==> src/rtl/time_report_tx_pkg.sv <==
// ---------------------------------------------------------------------------
// time_report_tx_pkg
// Shared definitions for the time-report UART transmitter:
//   - ASCII constants used to build the "HH:MM:SS\r\n" line
//   - bit-level transmitter state encoding
//   - packed type holding the six zero-extended BCD digits
//   - helpers: baud divisor, digit-to-ASCII mapping, byte selection by index
// ---------------------------------------------------------------------------
package time_report_tx_pkg;

    localparam logic [7:0] ASCII_ZERO  = 8'h30;
    localparam logic [7:0] ASCII_COLON = 8'h3A;
    localparam logic [7:0] ASCII_QMARK = 8'h3F;
    localparam logic [7:0] ASCII_CR    = 8'h0D;
    localparam logic [7:0] ASCII_LF    = 8'h0A;

    localparam int LINE_BYTES = 10;

    typedef enum logic [1:0] {
        ST_IDLE  = 2'd0,
        ST_START = 2'd1,
        ST_DATA  = 2'd2,
        ST_STOP  = 2'd3
    } tx_state_e;

    // Index 0 = hour_high ... index 5 = second_low, each zero-extended to 4 bits.
    typedef logic [5:0][3:0] digits_t;

    function automatic int clks_per_bit(input int clk_hz, input int baud);
        return clk_hz / baud;
    endfunction

    // Anything that is not a valid BCD digit is shown as '?'.
    function automatic logic [7:0] digit_ascii(input logic [3:0] d);
        return (d <= 4'd9) ? (ASCII_ZERO + {4'h0, d}) : ASCII_QMARK;
    endfunction

    function automatic logic [7:0] line_byte(input logic [3:0] idx, input digits_t d);
        logic [7:0] b;
        case (idx)
            4'd0:    b = digit_ascii(d[0]);
            4'd1:    b = digit_ascii(d[1]);
            4'd2:    b = ASCII_COLON;
            4'd3:    b = digit_ascii(d[2]);
            4'd4:    b = digit_ascii(d[3]);
            4'd5:    b = ASCII_COLON;
            4'd6:    b = digit_ascii(d[4]);
            4'd7:    b = digit_ascii(d[5]);
            4'd8:    b = ASCII_CR;
            default: b = ASCII_LF;
        endcase
        return b;
    endfunction

endpackage

==> src/rtl/time_report_tx_if.sv <==
// ---------------------------------------------------------------------------
// time_report_tx_if
// Groups the request/enable, the six BCD digit buses and the UART status
// outputs of the time-report transmitter.
//   master : drives ena, send and the digits; observes tx, busy, done
//   slave  : the transmitter side
// ---------------------------------------------------------------------------
interface time_report_tx_if;
    logic       ena;
    logic       send;
    logic [1:0] hour_high;
    logic [3:0] hour_low;
    logic [2:0] minute_high;
    logic [3:0] minute_low;
    logic [2:0] second_high;
    logic [3:0] second_low;
    logic       tx;
    logic       busy;
    logic       done;

    modport master (
        output ena, send, hour_high, hour_low, minute_high, minute_low,
               second_high, second_low,
        input  tx, busy, done
    );

    modport slave (
        input  ena, send, hour_high, hour_low, minute_high, minute_low,
               second_high, second_low,
        output tx, busy, done
    );
endinterface

==> src/rtl/time_report_tx_uart_tx_byte.sv <==
// ---------------------------------------------------------------------------
// time_report_tx_uart_tx_byte
// 8N1 byte serialiser, LSB first. Each start/data/stop bit is held for
// exactly CLKS_PER_BIT cycles.
// Ports:
//   clk_i, rst_i  clock, asynchronous active-high reset
//   load_i        accept data_i (honoured only while ready_o is high)
//   data_i[7:0]   byte to send
//   ready_o       high in IDLE and in the last cycle of a stop bit, so a new
//                 byte can follow the previous one with no idle gap
//   tx_o          registered serial output, idles high
// ---------------------------------------------------------------------------
module time_report_tx_uart_tx_byte
    import time_report_tx_pkg::*;
#(
    parameter int CLKS_PER_BIT = 10
) (
    input  logic       clk_i,
    input  logic       rst_i,
    input  logic       load_i,
    input  logic [7:0] data_i,
    output logic       ready_o,
    output logic       tx_o
);

    localparam int CNT_W = (CLKS_PER_BIT > 1) ? $clog2(CLKS_PER_BIT) : 1;
    localparam logic [CNT_W-1:0] CNT_LAST = CNT_W'(CLKS_PER_BIT - 1);

    tx_state_e        state_q, state_d;
    logic [CNT_W-1:0] cnt_q, cnt_d;
    logic [2:0]       bit_q, bit_d;
    logic [7:0]       shift_q, shift_d;
    logic             tx_q, tx_d;
    logic             bit_end;

    assign bit_end = (cnt_q == CNT_LAST);
    assign tx_o    = tx_q;

    always_ff @(posedge clk_i or posedge rst_i) begin
        if (rst_i) begin
            state_q <= ST_IDLE;
            cnt_q   <= '0;
            bit_q   <= '0;
            shift_q <= '0;
            tx_q    <= 1'b1;
        end else begin
            state_q <= state_d;
            cnt_q   <= cnt_d;
            bit_q   <= bit_d;
            shift_q <= shift_d;
            tx_q    <= tx_d;
        end
    end

    always_comb begin
        state_d = state_q;
        cnt_d   = cnt_q;
        bit_d   = bit_q;
        shift_d = shift_q;
        ready_o = 1'b0;

        case (state_q)
            ST_IDLE: begin
                ready_o = 1'b1;
                cnt_d   = '0;
                bit_d   = '0;
                if (load_i) begin
                    state_d = ST_START;
                    shift_d = data_i;
                end
            end
            ST_START: begin
                cnt_d = bit_end ? '0 : cnt_q + 1'b1;
                if (bit_end) begin
                    state_d = ST_DATA;
                end
            end
            ST_DATA: begin
                cnt_d = bit_end ? '0 : cnt_q + 1'b1;
                if (bit_end) begin
                    // 3-bit index wraps 7 -> 0 on its own
                    bit_d = bit_q + 3'd1;
                    if (bit_q == 3'd7) begin
                        state_d = ST_STOP;
                    end
                end
            end
            ST_STOP: begin
                cnt_d = bit_end ? '0 : cnt_q + 1'b1;
                if (bit_end) begin
                    ready_o = 1'b1;
                    if (load_i) begin
                        state_d = ST_START;
                        shift_d = data_i;
                    end else begin
                        state_d = ST_IDLE;
                    end
                end
            end
            default: begin
                state_d = ST_IDLE;
            end
        endcase

        // Output derived from the next state so tx changes on the same edge
        // as the state and needs no extra cycle of latency.
        case (state_d)
            ST_START: tx_d = 1'b0;
            ST_DATA:  tx_d = shift_d[bit_d];
            default:  tx_d = 1'b1;
        endcase
    end

endmodule

==> src/rtl/time_report_tx.sv <==
// ---------------------------------------------------------------------------
// time_report_tx
// Sends the current time as the 10-byte ASCII line "HH:MM:SS\r\n" over a
// UART (8N1, LSB first).
// Ports:
//   CLK_100M  system clock
//   rst       asynchronous, active-high reset (tx returns high at once)
//   bus       time_report_tx_if.slave:
//               ena, send          enable and one-cycle send request
//               hour_high..second_low  BCD digits, snapshotted on accept
//               tx                 serial line, idles high
//               busy               high while a line is in flight
//               done               one-cycle pulse after a complete line
// A request is accepted only when idle; the digits are captured on that
// edge. Dropping ena mid-line lets the current byte finish and then
// abandons the line without a done pulse.
// ---------------------------------------------------------------------------
module time_report_tx
    import time_report_tx_pkg::*;
#(
    parameter int CLK_HZ = 100_000_000,
    parameter int BAUD   = 9600
) (
    input  logic              CLK_100M,
    input  logic              rst,
    time_report_tx_if.slave   bus
);

    localparam int         CLKS_PER_BIT = clks_per_bit(CLK_HZ, BAUD);
    localparam logic [3:0] LAST_IDX     = 4'(LINE_BYTES - 1);

    digits_t    live_digits;
    digits_t    snap_q, snap_d;
    logic [3:0] idx_q, idx_d;
    logic       busy_q, busy_d;
    logic       done_q, done_d;

    logic       u_load;
    logic [7:0] u_data;
    logic       u_ready;
    logic       u_tx;

    logic       start_req;
    logic       byte_end;

    assign live_digits = {bus.second_low,
                          {1'b0, bus.second_high},
                          bus.minute_low,
                          {1'b0, bus.minute_high},
                          bus.hour_low,
                          {2'b00, bus.hour_high}};

    assign start_req = bus.send && bus.ena && !busy_q;
    // While a line is in flight the serialiser is never idle, so ready
    // means "last cycle of the current stop bit".
    assign byte_end  = busy_q && u_ready;

    always_ff @(posedge CLK_100M or posedge rst) begin
        if (rst) begin
            snap_q <= '0;
            idx_q  <= '0;
            busy_q <= 1'b0;
            done_q <= 1'b0;
        end else begin
            snap_q <= snap_d;
            idx_q  <= idx_d;
            busy_q <= busy_d;
            done_q <= done_d;
        end
    end

    always_comb begin
        snap_d = snap_q;
        idx_d  = idx_q;
        busy_d = busy_q;
        done_d = 1'b0;
        u_load = 1'b0;
        u_data = 8'h00;

        if (start_req) begin
            // Byte 0 comes from the live inputs because the snapshot is
            // written on this very edge.
            snap_d = live_digits;
            idx_d  = '0;
            busy_d = 1'b1;
            u_load = 1'b1;
            u_data = line_byte(4'd0, live_digits);
        end else if (byte_end) begin
            if (idx_q == LAST_IDX) begin
                busy_d = 1'b0;
                done_d = 1'b1;
                idx_d  = '0;
            end else if (!bus.ena) begin
                busy_d = 1'b0;
                idx_d  = '0;
            end else begin
                idx_d  = idx_q + 4'd1;
                u_load = 1'b1;
                u_data = line_byte(idx_q + 4'd1, snap_q);
            end
        end
    end

    time_report_tx_uart_tx_byte #(
        .CLKS_PER_BIT (CLKS_PER_BIT)
    ) u_uart (
        .clk_i   (CLK_100M),
        .rst_i   (rst),
        .load_i  (u_load),
        .data_i  (u_data),
        .ready_o (u_ready),
        .tx_o    (u_tx)
    );

    assign bus.tx   = u_tx;
    assign bus.busy = busy_q;
    assign bus.done = done_q;

endmodule
==> src/flat_wrapper.sv <==
// flat-port wrapper written by rule: the top's interface ports become plain ports
module time_report_tx_flat import time_report_tx_pkg::*;
#(
    parameter int CLK_HZ = 100_000_000,
    parameter int BAUD   = 9600
)
  (CLK_100M, rst, bus_ena, bus_send, bus_hour_high, bus_hour_low, bus_minute_high, bus_minute_low, bus_second_high, bus_second_low, bus_tx, bus_busy, bus_done);
  time_report_tx_if bus_i ();
  input  logic CLK_100M;
  input  logic rst;
  input wire logic [$bits(bus_i.ena)-1:0] bus_ena;
  input wire logic [$bits(bus_i.send)-1:0] bus_send;
  input wire logic [$bits(bus_i.hour_high)-1:0] bus_hour_high;
  input wire logic [$bits(bus_i.hour_low)-1:0] bus_hour_low;
  input wire logic [$bits(bus_i.minute_high)-1:0] bus_minute_high;
  input wire logic [$bits(bus_i.minute_low)-1:0] bus_minute_low;
  input wire logic [$bits(bus_i.second_high)-1:0] bus_second_high;
  input wire logic [$bits(bus_i.second_low)-1:0] bus_second_low;
  output wire logic [$bits(bus_i.tx)-1:0] bus_tx;
  output wire logic [$bits(bus_i.busy)-1:0] bus_busy;
  output wire logic [$bits(bus_i.done)-1:0] bus_done;
  assign bus_i.ena = bus_ena;
  assign bus_i.send = bus_send;
  assign bus_i.hour_high = bus_hour_high;
  assign bus_i.hour_low = bus_hour_low;
  assign bus_i.minute_high = bus_minute_high;
  assign bus_i.minute_low = bus_minute_low;
  assign bus_i.second_high = bus_second_high;
  assign bus_i.second_low = bus_second_low;
  assign bus_tx = bus_i.tx;
  assign bus_busy = bus_i.busy;
  assign bus_done = bus_i.done;
  time_report_tx #(.CLK_HZ(CLK_HZ), .BAUD(BAUD)) u_core (.CLK_100M(CLK_100M), .rst(rst), .bus(bus_i));
endmodule
==> config.mk <==
export PLATFORM = sky130hd
export DESIGN_NAME = time_report_tx_flat
export DESIGN_NICKNAME = d
export VERILOG_FILES = /design/src/rtl/time_report_tx_pkg.sv /design/src/rtl/time_report_tx_if.sv /design/src/rtl/time_report_tx_uart_tx_byte.sv /design/src/rtl/time_report_tx.sv /design/src/flat_wrapper.sv
export SDC_FILE = /design/constraint.sdc
export NUM_CORES = 1
export LEC_CHECK = 0
export BUFFER_PORTS_ARGS = -buffer_cell sky130_fd_sc_hd__buf_2
export CELL_PAD_IN_SITES_DETAIL_PLACEMENT = 1
export CELL_PAD_IN_SITES_GLOBAL_PLACEMENT = 2
export CORE_UTILIZATION = 41
export CTS_BUF_LIST = sky130_fd_sc_hd__clkbuf_4 sky130_fd_sc_hd__clkbuf_8
export DETAILED_ROUTE_END_ITERATION = 10
export HOLD_SLACK_MARGIN = 0.08
export PLACE_DENSITY_LB_ADDON = 0.15
export SLEW_MARGIN = 20
export SYNTH_ARGS = -nofsm -noshare
export SYNTH_HDL_FRONTEND = slang
export SYNTH_SLANG_ARGS = --single-unit
==> constraint.sdc <==
create_clock -name CLK_100M -period 5.05 [get_ports CLK_100M]
set_input_delay 0 -clock CLK_100M [delete_from_list [all_inputs] [get_ports CLK_100M]]
set_output_delay 0 -clock CLK_100M [all_outputs]
set_load 0.03 [all_outputs]
==> metrics.cfg <==
[power]
combPwrFrac_pct = 16.8
leakage_nw = 1.82
p_clk_share_pct = 26.1
power.total_mw = 0.983
p_sw_share_pct = 31.0
p_sw_mw = 0.305
p_int_mw = 0.678
power.density_mw_per_mm2 = 264
pwr-share-seq_pct = 57.1
irDropWorstVdd_v = 0.000129

[yosys]
netlist_area_mm2 = 0.00322
ys_seq_elements = 54
synth_warnings = 0
yosysTopAreaCell = dfrtp_1
synth_top_family_by_area = simple AND/OR/NAND/NOR gates
synth_xor_area_share_pct = 4.09
syn-num-nets = 406
synth_compound_area_share_pct = 19.0
avgSynthCellArea_um2 = 8.74
synthAdderAreaFrac_pct = 5.45
synth-simple-area-share_pct = 24.2
synth_edf_count = 0
synth_cell_types = 61
async_flop_share_pct = 100
synthTopCellsByArea = dfrtp_1 41%, nand2_1 11%, ha_1 5.4%
ys_seq_area_share_pct = 42.1
synth.top_cell.area_share_pct = 41.2
synth_cells = 368
synthFlopType = dfrtp_1
synthMuxAreaShare_pct = 1.44

[die]
die_area_mm2 = 0.00820
core-area_mm2 = 0.00741
io_pins = 27
start_util_pct = 43.4
die_h_um = 90.6
die_w_um = 90.6
rows = 31

[drt]
drt_pass1_iterations = 6
post_drt_via_cell_ratio = 5.58
wl_um = 8590
drc = 0
wl_per_cell_um = 16.8
ant_nets = 0
vias = 2851
drtIter0Drc = 161

[clocking]
cts_setup_buffers = 0
numCtsBuffers = 5
cts_sinks = 54
clkLatencyLatePin_ns = 0.32
ctsResizeCount = 0
root_buffer = clkbuf_8
cts_tree = built
cts_hold_buf = 22
h-tree-depth = 2
cts.path.max_buffers = 2
clk_pin_slew_ns = 0.11

[layout]
mostFrequentLayoutCell = nand2_1
areaGrowthSynthToFinish_pct = 15.9
final_cell_mix = 91 x nand2_1, 53 x dfrtp_1, 30 x nor2_1
final_cells = 511
n_antenna_cell = 0
drive_gt1_share_pct = 11.9
fin_nets = 449
postLayoutCoreUtil_pct = 50.3

[global_route]
grt_most_used_layer = met2
overflow = 0
track_usage_pct = 22.6
grt_max_degree = 55
antenna_found_initial = 0
grt_pass1_wl_um = 14900
grt_use_met2_pct = 40.0
grtUsageMet3_pct = 3.03
gr-usage-met1_pct = 28.0
grt_pass1_vias = 3034

[sta]
hold_violations = 0
rsz0062_at_grt = no
max_freq_ghz = 0.341
report.final.slew_viol_count = 0
skew_ns = 0.0165
fin_crit_ns = 2.93
tightest_slew_ns = 1.04
min_period_over_period_pct = 58.1
fin_ws_ns = 2.12
tns_ns = 0
max_slew_margin_pct = 30.6
setup_viol = 0

[setup_path]
max_stage_delay_ns = 0.49
crit_path_end_kind = register
timing.rr.end = u_core.u_uart.tx_o$_DFF_PP1_
arrival_ns = 3.16
critPathLaunch = u_core.u_uart.state_q[0]$_DFF_PP0_
path_max_fanout = 10
endpoint = u_core.u_uart.tx_o$_DFF_PP1_
start_kind = register
cp_slowest_cell = dfrtp_1
crit_type = register to register
cp.required_ns = 5.28
r2r-start = u_core.u_uart.state_q[0]$_DFF_PP0_
rr_worst_depth = 9
regToRegSetupSlack_ns = 2.12
crit_chain = inv_1 -> ha_1 -> nand3b_1 -> nor2_1 -> a31oi_1 -> nor3_1 -> a211oi_1 -> o311ai_0 -> o211ai_1

[placement]
pre_cts_ws_ns = 2.13
hpwl_um = 6080
dp_cells = 481
finalWeightedCongestion = 0.833
io_buffers = 26

[job]
maxCapViolations = 0

[min_path]
hold_class = primary input to asynchronous set/reset pin

[status]
status = finished clean

## cell usage after synthesis (2+ instances only)
cell	number
a31oi_1	7
xor2_1	10
and3b_1	2
nand4_1	4
ha_1	14
a211oi_1	8
nand2b_1	2
o211ai_1	9
a21oi_1	8
nor3_1	9
nand3_1	11
or3_1	3
o41ai_1	2
a221oi_1	2
nor2_1	30
clkbuf_1	9
a22oi_1	2
o21a_1	3
nand3b_1	3
a21o_1	6
o21ai_0	16
and2_1	4
nand2_1	91
buf_6	2
o22ai_1	2
a32oi_1	3
dfrtp_1	53
xnor2_1	5
inv_1	14
mux2i_1	2
and3_1	2
## routing by layer
metal | vias to the layer above | share of wire (%)
met5 | - | 0
met1 | 1400 | 45
met3 | 21 | 2.0
met4 | 0 | 2.3
met2 | 50 | 51
li1 | 1380 | -
## sequential cells by signal, indices dropped and copies added, names as in the netlist
name and count:
u_core.bus.done 1, u_core.u_uart.cnt_q 14, u_core.u_uart.bit_q 3, u_core.u_uart.tx_o 1, u_core.bus.busy 1, u_core.idx_q 4, u_core.snap_q 20, u_core.u_uart.shift_q 8
u_core.u_uart.state_q 2
## worst min-delay path by stage
stage	start	endpoint	slack [ns]
after floorplan	bus_hour_high[0]	u_core.snap_q[0]$_DFFE_PP0P_	0.11
after global placement	bus_hour_low[3]	u_core.snap_q[7]$_DFFE_PP0P_	0.19
after detailed placement	bus_minute_high[1]	u_core.snap_q[9]$_DFFE_PP0P_	0.19
after CTS	bus_minute_high[1]	u_core.snap_q[9]$_DFFE_PP0P_	0.40
after global routing	bus_hour_low[2]	u_core.snap_q[6]$_DFFE_PP0P_	0.42
final	rst	u_core.u_uart.cnt_q[13]$_DFF_PP0_	0.41
## cells by family after synthesis
logic type | Yosys count
buffers and inverters | 28
adder cells (fa/ha/maj) | 14
multiplexers | 4
flip-flops | 54
AND/OR/NAND/NOR | 169
AO/OA/AOI/OAI | 84
XOR/XNOR | 15
## through the flow
step | cell area (um2) | hold slack (ns)
global route | 3730 | 0.424
global placement | 3410 | 0.187
detailed placement | 3410 | 0.194
CTS | 3730 | 0.397
floorplan | 3220 | 0.105
finish | 3730 | 0.415
## power by group through the flow
stage | clock network, mW | registers, mW | logic [mW]
final | 0.257 | 0.561 | 0.165
after global routing | 0.283 | 0.573 | 0.190
after CTS | 0.268 | 0.561 | 0.167
after detailed placement | 0 | 0.568 | 0.154
after global placement | 0 | 0.565 | 0.148
after floorplan | 0 | 0.550 | 0.111
## final cells by class
cell class / count / area (um2)
inverters: 15 / 56.3
clock buffers: 5 / 68.8
clock inverters: 3 / 25.0
multi-input cells: 286 / 1740
repair buffers: 49 / 358
flip-flops and latches: 54 / 1350
well taps: 99 / 124
fillers: 886 / 3680
## worst max-delay path: cells and delay by family (launching register included)
family / cells / cell delay (ns)
AOI/OAI and AO/OA: 4 / 0.86
adders and majority gates: 1 / 0.45
buffers and inverters: 1 / 0.12
DFF: 1 / 0.49
and+or+nand+nor: 3 / 0.95
Note: power is estimated with default switching activity, not from simulation.
